==> src/rtl/lsu_defs.sv <==
// Shared definitions for the load/store initiator.
//   - RV32 funct3 width/sign encodings (shared by loads and stores).
//   - FSM state encoding for lsu_mem_initiator.
//   - f3_legal: which funct3 values are accepted for a load or a store.
package lsu_defs;

  localparam logic [2:0] F3_B  = 3'b000;
  localparam logic [2:0] F3_H  = 3'b001;
  localparam logic [2:0] F3_W  = 3'b010;
  localparam logic [2:0] F3_BU = 3'b100;
  localparam logic [2:0] F3_HU = 3'b101;

  typedef enum logic [1:0] {
    IDLE   = 2'd0,
    ACCESS = 2'd1,
    RESP   = 2'd2
  } lsu_state_e;

  // Stores only have SB/SH/SW; loads additionally have LBU/LHU.
  function automatic logic f3_legal(input logic is_write, input logic [2:0] f3);
    if (is_write) return (f3 == F3_B) || (f3 == F3_H) || (f3 == F3_W);
    return (f3 == F3_B) || (f3 == F3_H) || (f3 == F3_W) ||
           (f3 == F3_BU) || (f3 == F3_HU);
  endfunction

endpackage

==> src/rtl/lsu_align.sv <==
// Combinational lane logic for the load/store initiator.
// Ports:
//   funct3     in   RV32 funct3 of the access
//   addr_lo    in   byte address bits [1:0]
//   old_word   in   current memory word (read side)
//   store_data in   core store data
//   store_word out  old_word with the addressed lane replaced (full word for SW)
//   load_value out  addressed lane, sign/zero-extended to 32 bits
//   misaligned out  halfword with addr[0] set, or word with addr[1:0] nonzero
// Lane selection always truncates to natural alignment; whether misalignment
// is an error is decided by the caller.
module lsu_align
  import lsu_defs::*;
(
  input  logic [2:0]  funct3,
  input  logic [1:0]  addr_lo,
  input  logic [31:0] old_word,
  input  logic [31:0] store_data,
  output logic [31:0] store_word,
  output logic [31:0] load_value,
  output logic        misaligned
);

  logic [7:0]  ld_byte;
  logic [15:0] ld_half;

  always_comb begin
    ld_byte = old_word[{addr_lo, 3'b000} +: 8];
    ld_half = old_word[{addr_lo[1], 4'b0000} +: 16];

    store_word = old_word;
    load_value = '0;
    misaligned = 1'b0;

    case (funct3)
      F3_B: begin
        store_word[{addr_lo, 3'b000} +: 8] = store_data[7:0];
        load_value = {{24{ld_byte[7]}}, ld_byte};
      end
      F3_H: begin
        store_word[{addr_lo[1], 4'b0000} +: 16] = store_data[15:0];
        load_value = {{16{ld_half[15]}}, ld_half};
        misaligned = addr_lo[0];
      end
      F3_W: begin
        store_word = store_data;
        load_value = old_word;
        misaligned = |addr_lo;
      end
      F3_BU: load_value = {24'h0, ld_byte};
      F3_HU: begin
        load_value = {16'h0, ld_half};
        misaligned = addr_lo[0];
      end
      default: ;
    endcase
  end

endmodule

==> src/rtl/lsu_mem_initiator.sv <==
// Load/store initiator between the RV32 execute stage and a word-addressed
// data memory with combinational read.  One request per 3 cycles:
// accept (IDLE) -> ACCESS (memory read / write strobe) -> RESP (result pulse).
// Sub-word stores read-merge-write the whole word inside ACCESS.
// Ports:
//   clk, rst_n                 clock, async active-low reset
//   req_valid/req_ready        request handshake (ready only in IDLE)
//   req_write, req_funct3      store/load select, RV32 funct3
//   req_addr, req_wdata        byte address, store data
//   resp_valid                 one-cycle completion pulse
//   resp_rdata, resp_err       load result (0 for stores), illegal/misaligned
//   mem_addr                   word index {2'b00, addr[N-1:2]}
//   mem_write_enable/_data     write strobe and full word
//   mem_read_data              combinational read of mem_addr
// Build option: LSU_MISALIGN_TRAP_EN turns misaligned H/W accesses into
// errors (no write, rdata 0); otherwise low address bits are truncated.
module lsu_mem_initiator
  import lsu_defs::*;
#(
  parameter int N           = 32,
  parameter int WORD_ADDR_W = 10
) (
  input  logic         clk,
  input  logic         rst_n,
  input  logic         req_valid,
  output logic         req_ready,
  input  logic         req_write,
  input  logic [2:0]   req_funct3,
  input  logic [N-1:0] req_addr,
  input  logic [N-1:0] req_wdata,
  output logic         resp_valid,
  output logic [N-1:0] resp_rdata,
  output logic         resp_err,
  output logic [N-1:0] mem_addr,
  output logic         mem_write_enable,
  output logic [N-1:0] mem_write_data,
  input  logic [N-1:0] mem_read_data
);

  lsu_state_e state, state_nx;

  logic         write_q;
  logic [2:0]   f3_q;
  logic [N-1:0] addr_q;
  logic [N-1:0] wdata_q;

  logic [N-1:0] store_word;
  logic [N-1:0] load_value;
  logic         misaligned;
  logic         legal;
  logic         trap;
  logic         do_write;

  // Addresses beyond the memory alias silently; this flag is informational.
  logic         addr_aliased_unused;

  lsu_align u_align (
    .funct3     (f3_q),
    .addr_lo    (addr_q[1:0]),
    .old_word   (mem_read_data),
    .store_data (wdata_q),
    .store_word (store_word),
    .load_value (load_value),
    .misaligned (misaligned)
  );

`ifdef LSU_MISALIGN_TRAP_EN
  assign trap                = misaligned;
  assign addr_aliased_unused = |addr_q[N-1:WORD_ADDR_W+2];
`else
  assign trap                = 1'b0;
  assign addr_aliased_unused = (|addr_q[N-1:WORD_ADDR_W+2]) | misaligned;
`endif

  assign legal    = f3_legal(write_q, f3_q);
  assign do_write = write_q & legal & ~trap;
  assign mem_addr = {2'b00, addr_q[N-1:2]};

  always_ff @(posedge clk or negedge rst_n) begin
    if (!rst_n) state <= IDLE;
    else        state <= state_nx;
  end

  always_comb begin
    state_nx = state;
    case (state)
      IDLE:    if (req_valid) state_nx = ACCESS;
      ACCESS:  state_nx = RESP;
      RESP:    state_nx = IDLE;
      default: state_nx = IDLE;
    endcase
  end

  // Write strobe is decoded from the state register, so an async reset
  // during ACCESS removes it immediately.
  always_comb begin
    req_ready        = 1'b0;
    resp_valid       = 1'b0;
    mem_write_enable = 1'b0;
    mem_write_data   = '0;
    case (state)
      IDLE:   req_ready = 1'b1;
      ACCESS: begin
        mem_write_enable = do_write;
        mem_write_data   = do_write ? store_word : '0;
      end
      RESP:   resp_valid = 1'b1;
      default: ;
    endcase
  end

  always_ff @(posedge clk or negedge rst_n) begin
    if (!rst_n) begin
      write_q    <= 1'b0;
      f3_q       <= '0;
      addr_q     <= '0;
      wdata_q    <= '0;
      resp_rdata <= '0;
      resp_err   <= 1'b0;
    end else begin
      if (state == IDLE && req_valid) begin
        write_q <= req_write;
        f3_q    <= req_funct3;
        addr_q  <= req_addr;
        wdata_q <= req_wdata;
      end
      if (state == ACCESS) begin
        resp_rdata <= (!write_q && legal && !trap) ? load_value : '0;
        resp_err   <= ~legal | trap;
      end
    end
  end

endmodule

==> config.mk <==
export PLATFORM = sky130hd
export DESIGN_NAME = lsu_mem_initiator
export DESIGN_NICKNAME = d
export VERILOG_FILES = /design/src/rtl/lsu_defs.sv /design/src/rtl/lsu_align.sv /design/src/rtl/lsu_mem_initiator.sv
export SDC_FILE = /design/constraint.sdc
export NUM_CORES = 1
export LEC_CHECK = 0
export BUFFER_PORTS_ARGS = -buffer_cell sky130_fd_sc_hd__clkbuf_2
export CAP_MARGIN = 20
export CORE_ASPECT_RATIO = 2
export CORE_UTILIZATION = 53
export DETAILED_ROUTE_END_ITERATION = 6
export PLACE_DENSITY = 0.86
export RECOVER_POWER = 25
export SLEW_MARGIN = 20
export SYNTH_ARGS = -nofsm -noshare
export SYNTH_HDL_FRONTEND = slang
export SYNTH_SLANG_ARGS = --single-unit
==> constraint.sdc <==
create_clock -name clk -period 4.5 [get_ports clk]
set_clock_uncertainty 0.05 [all_clocks]
set_input_delay 0 -clock clk [delete_from_list [all_inputs] [get_ports clk]]
set_output_delay 0 -clock clk [all_outputs]
set_load 0.1 [all_outputs]
==> summary.md <==
| Metric | Value |
|---|---|
| Run status | finished with violations |
| Failing checks | DRC, hold timing, capacitance limit, slew limit |
| Avg Cell Area, Syn | 11.8 µm² |
| Port bufs | 200 |
| Vias | 5,170 |
| Worst R2R End | resp_rdata[5]$_DFFE_PN0P_ |
| Hold Worst Slack | -6.81 ps |
| Synth area leaders | dfrtp_1 (48%), mux2_2 (14%), buf_4 (4.9%), a221o_1 (3.2%), a22o_1 (2.8%) |
| Multi-input combinational cell area | 0.00231 mm² |
| CTS tree | done |
| Post-layout nets | 806 |
| Clk slew on worst S/H paths | 80 ps |
| Startpoint Class | flop |
| Number of cell rows | 51 |
| I/O pins | 203 |
| DR WL/cell | 22.7 µm |
| Post-synth top area share | 0.485 |
| R2r startpoint | f3_q[1]$_DFFE_PN0P_ |
| Critical Path RT | 4450 ps |
| # resized after CTS | 0 |
| Critical path endpoint category | output port |
| Largest net degree at the start of global routing | 61 |
| H-tree depth | 3 |
| Area Overhead vs Synth | 39.4% |
| Total grt overflow | 0 |
| Final Hold Violating Endpoints | 1 |
| First drt pass iteration count | 7 |
| Fill cells | 651 |
| Post-synth EDFFs | 0 |
| Min-delay src | mem_read_data[13] |
| Root Buffer | clkbuf_16 |
| Final period util | 0.873 |
| Crit Path Class | flop to output port |
| YS warnings | 0 |
| Chip height | 144 µm |
| Setup crit end | mem_write_data[15] |
| HP Class | input port to flop |
| GRT Overall Usage | 0.371 |
| Critical path fanouts, max | 17 |
| CP Launch Point | addr_q[1]$_DFFE_PN0P_ |
| Netlist cell types | 47 |
| Layout cells sized above 1 | 0.383 |
| Pins Over Slew Limit | 45 |
| Post-synth top cells | dfrtp_1 (103), mux2_2 (66), buf_4 (35), nand2_1 (20), a21oi_1 (19) |
| Post-DP HPWL | 12,100 µm |
| Hold Buf Count CTS | 95 |
| Asr flop ratio synth | 1.00 |
| Final TNS setup | 0 ps |
| Max-slew headroom | -0.605 |
| Max Root-Sink Buffers | 2 |
| Prevailing post-synth register cell | dfrtp_1 |
| Post-synthesis register bit count | 103 |
| DIE AREA | 0.0105 mm² |
| Post-CTS setup buffers | 0 |
| Vias in the first global route | 5,416 |
| Residual DRC count | 2 |
| Most common cell in the netlist | dfrtp_1 |
| Sink Count | 103 |
| Final wirelength | 18,900 µm |
| Slew at the pin closest to its max-slew limit | 2410 ps |
| Setup slack, reg-to-reg | 1950 ps |
| Largest area contributor in the netlist | dfrtp_1 |
| Power per Cell Area | 617 mW/mm² |
| Gp weighted congestion | 0.888 |
| Post-synthesis sequential area ratio | 0.485 |
| Min cycle time layout | 3930 ps |
| Post-synthesis cell count | 451 |
| Clk Latency, worst-skew pair | 350 ps |
| Total CTS buffers | 9 |
| Register area | 0.00258 mm² |
| Post-synthesis cell area | 0.00532 mm² |
| Die W | 72.8 µm |
| Final setup fails | 0 |
| CP arrival | 3880 ps |
| Core Region | 0.00976 mm² |
| 1st-iter DRT viols | 570 |
| Drt via density | 6.18 |
| RSZ-0062 raised after global routing | false |
| Initial Util | 0.545 |
| F_max | 0.254 GHz |
| Max-Cap Viols | 1 |
| Worst r2r path cells | 5 |
| Leakage | 3.42 nW |
| VDD IR max | 0.484 mV |
| First-pass GRT wire length | 28,400 µm |
| Initial antenna violation count | 1 |
| Post-DRT Antenna Nets | 0 |
-- cells in the final DEF (no fill, tap or decap), types with 4 or more instances in the layout --
cell           netlist  final
a22oi_1             16     16
dlygate4sd3_1        0     95
dfrtp_1            103    103
o21ai_0             14     14
a221oi_1             9      9
clkbuf_2             1    166
bufinv_16            0      4
a221o_1             17     17
nor2_1              18     18
clkbuf_1            11     34
a21oi_1             19     19
inv_1                6      6
clkbuf_16            0      9
mux2i_1              9      9
a22o_1              17     17
mux2_2              66     66
buf_4               35      6
o2bb2ai_1           16     16
nand2_1             20     20
nor2b_1              5      5
ha_1                 5      5
a222oi_1            14     14
-- power breakdown --
part / switching, mW / internal [mW]
clock network: 0.366 / 0.608
logic: 1.70 / 0.495
registers: 0.242 / 1.16
total: 2.31 / 2.27
-- through the flow --
stage               setup slack (ps)   util  std cells  total power, mW  area [µm²]
floorplan                       1290      -        452             3.21        5320
global placement                1200  0.628        724             3.48        6130
detailed placement              1050  0.628        724             3.52        6130
CTS                              664  0.764        835             4.55        7460
global route                     488  0.759        836             4.70        7410
finish                           569  0.759        836             4.57        7410
-- critical path, stage by stage (launching register included) --
cell       delay, ps
dfrtp_1          870
inv_1            300
ha_1             280
nor2b_1          130
a2111oi_2       1010
a222oi_1         270
nor2_1           180
clkbuf_2         490
-- final cells by class --
cell class	instances	area share
Antenna cell	1	0.000338
Clock buffer	9	0.0304
Clock inverter	7	0.0201
Inverter	7	0.00354
Multi-Input combinational cell	276	0.312
Sequential cell	103	0.348
Tap cell	132	0.0223
Timing Repair Buffer	301	0.264
-- per-layer routing --
layer	up-vias	GRT usage	part of all wire
met2	402	0.659	0.53
met1	2481	0.373	0.32
met4	0	0.277	0.063
met3	105	0.0694	0.086
li1	2182	-	-
met5	-	0	0
-- registers in the layout, summed over array words and instances (netlist names) --
signal	count
addr_q	32
resp_err	1
resp_rdata	32
f3_q	3
state	2
write_q	1
wdata_q	32
-- cell families (layout without fill, tap and decap cells) --
kind of cell,count (synthesis),after routing,share of synthesized area
AOI/OAI and AO/OA,129,129,0.195
adders and majority gates,5,5,0.0118
buffers and inverters,73,324,0.0821
DFF,103,103,0.485
muxes,76,76,0.161
other,1,3,0.000705
and+or+nand+nor,64,64,0.0649
-- worst min-delay path by stage --
stage	endpoint	depth (start not counted)
2_1_floorplan	addr_q[0]$_DFFE_PN0P_	0
4_1_cts	resp_rdata[9]$_DFFE_PN0P_	4
3_3_place_gp	addr_q[13]$_DFFE_PN0P_	1
3_5_place_dp	addr_q[12]$_DFFE_PN0P_	1
6_report	resp_rdata[13]$_DFFE_PN0P_	4
5_1_grt	resp_rdata[13]$_DFFE_PN0P_	4
Power figures use the tool's default switching activity.
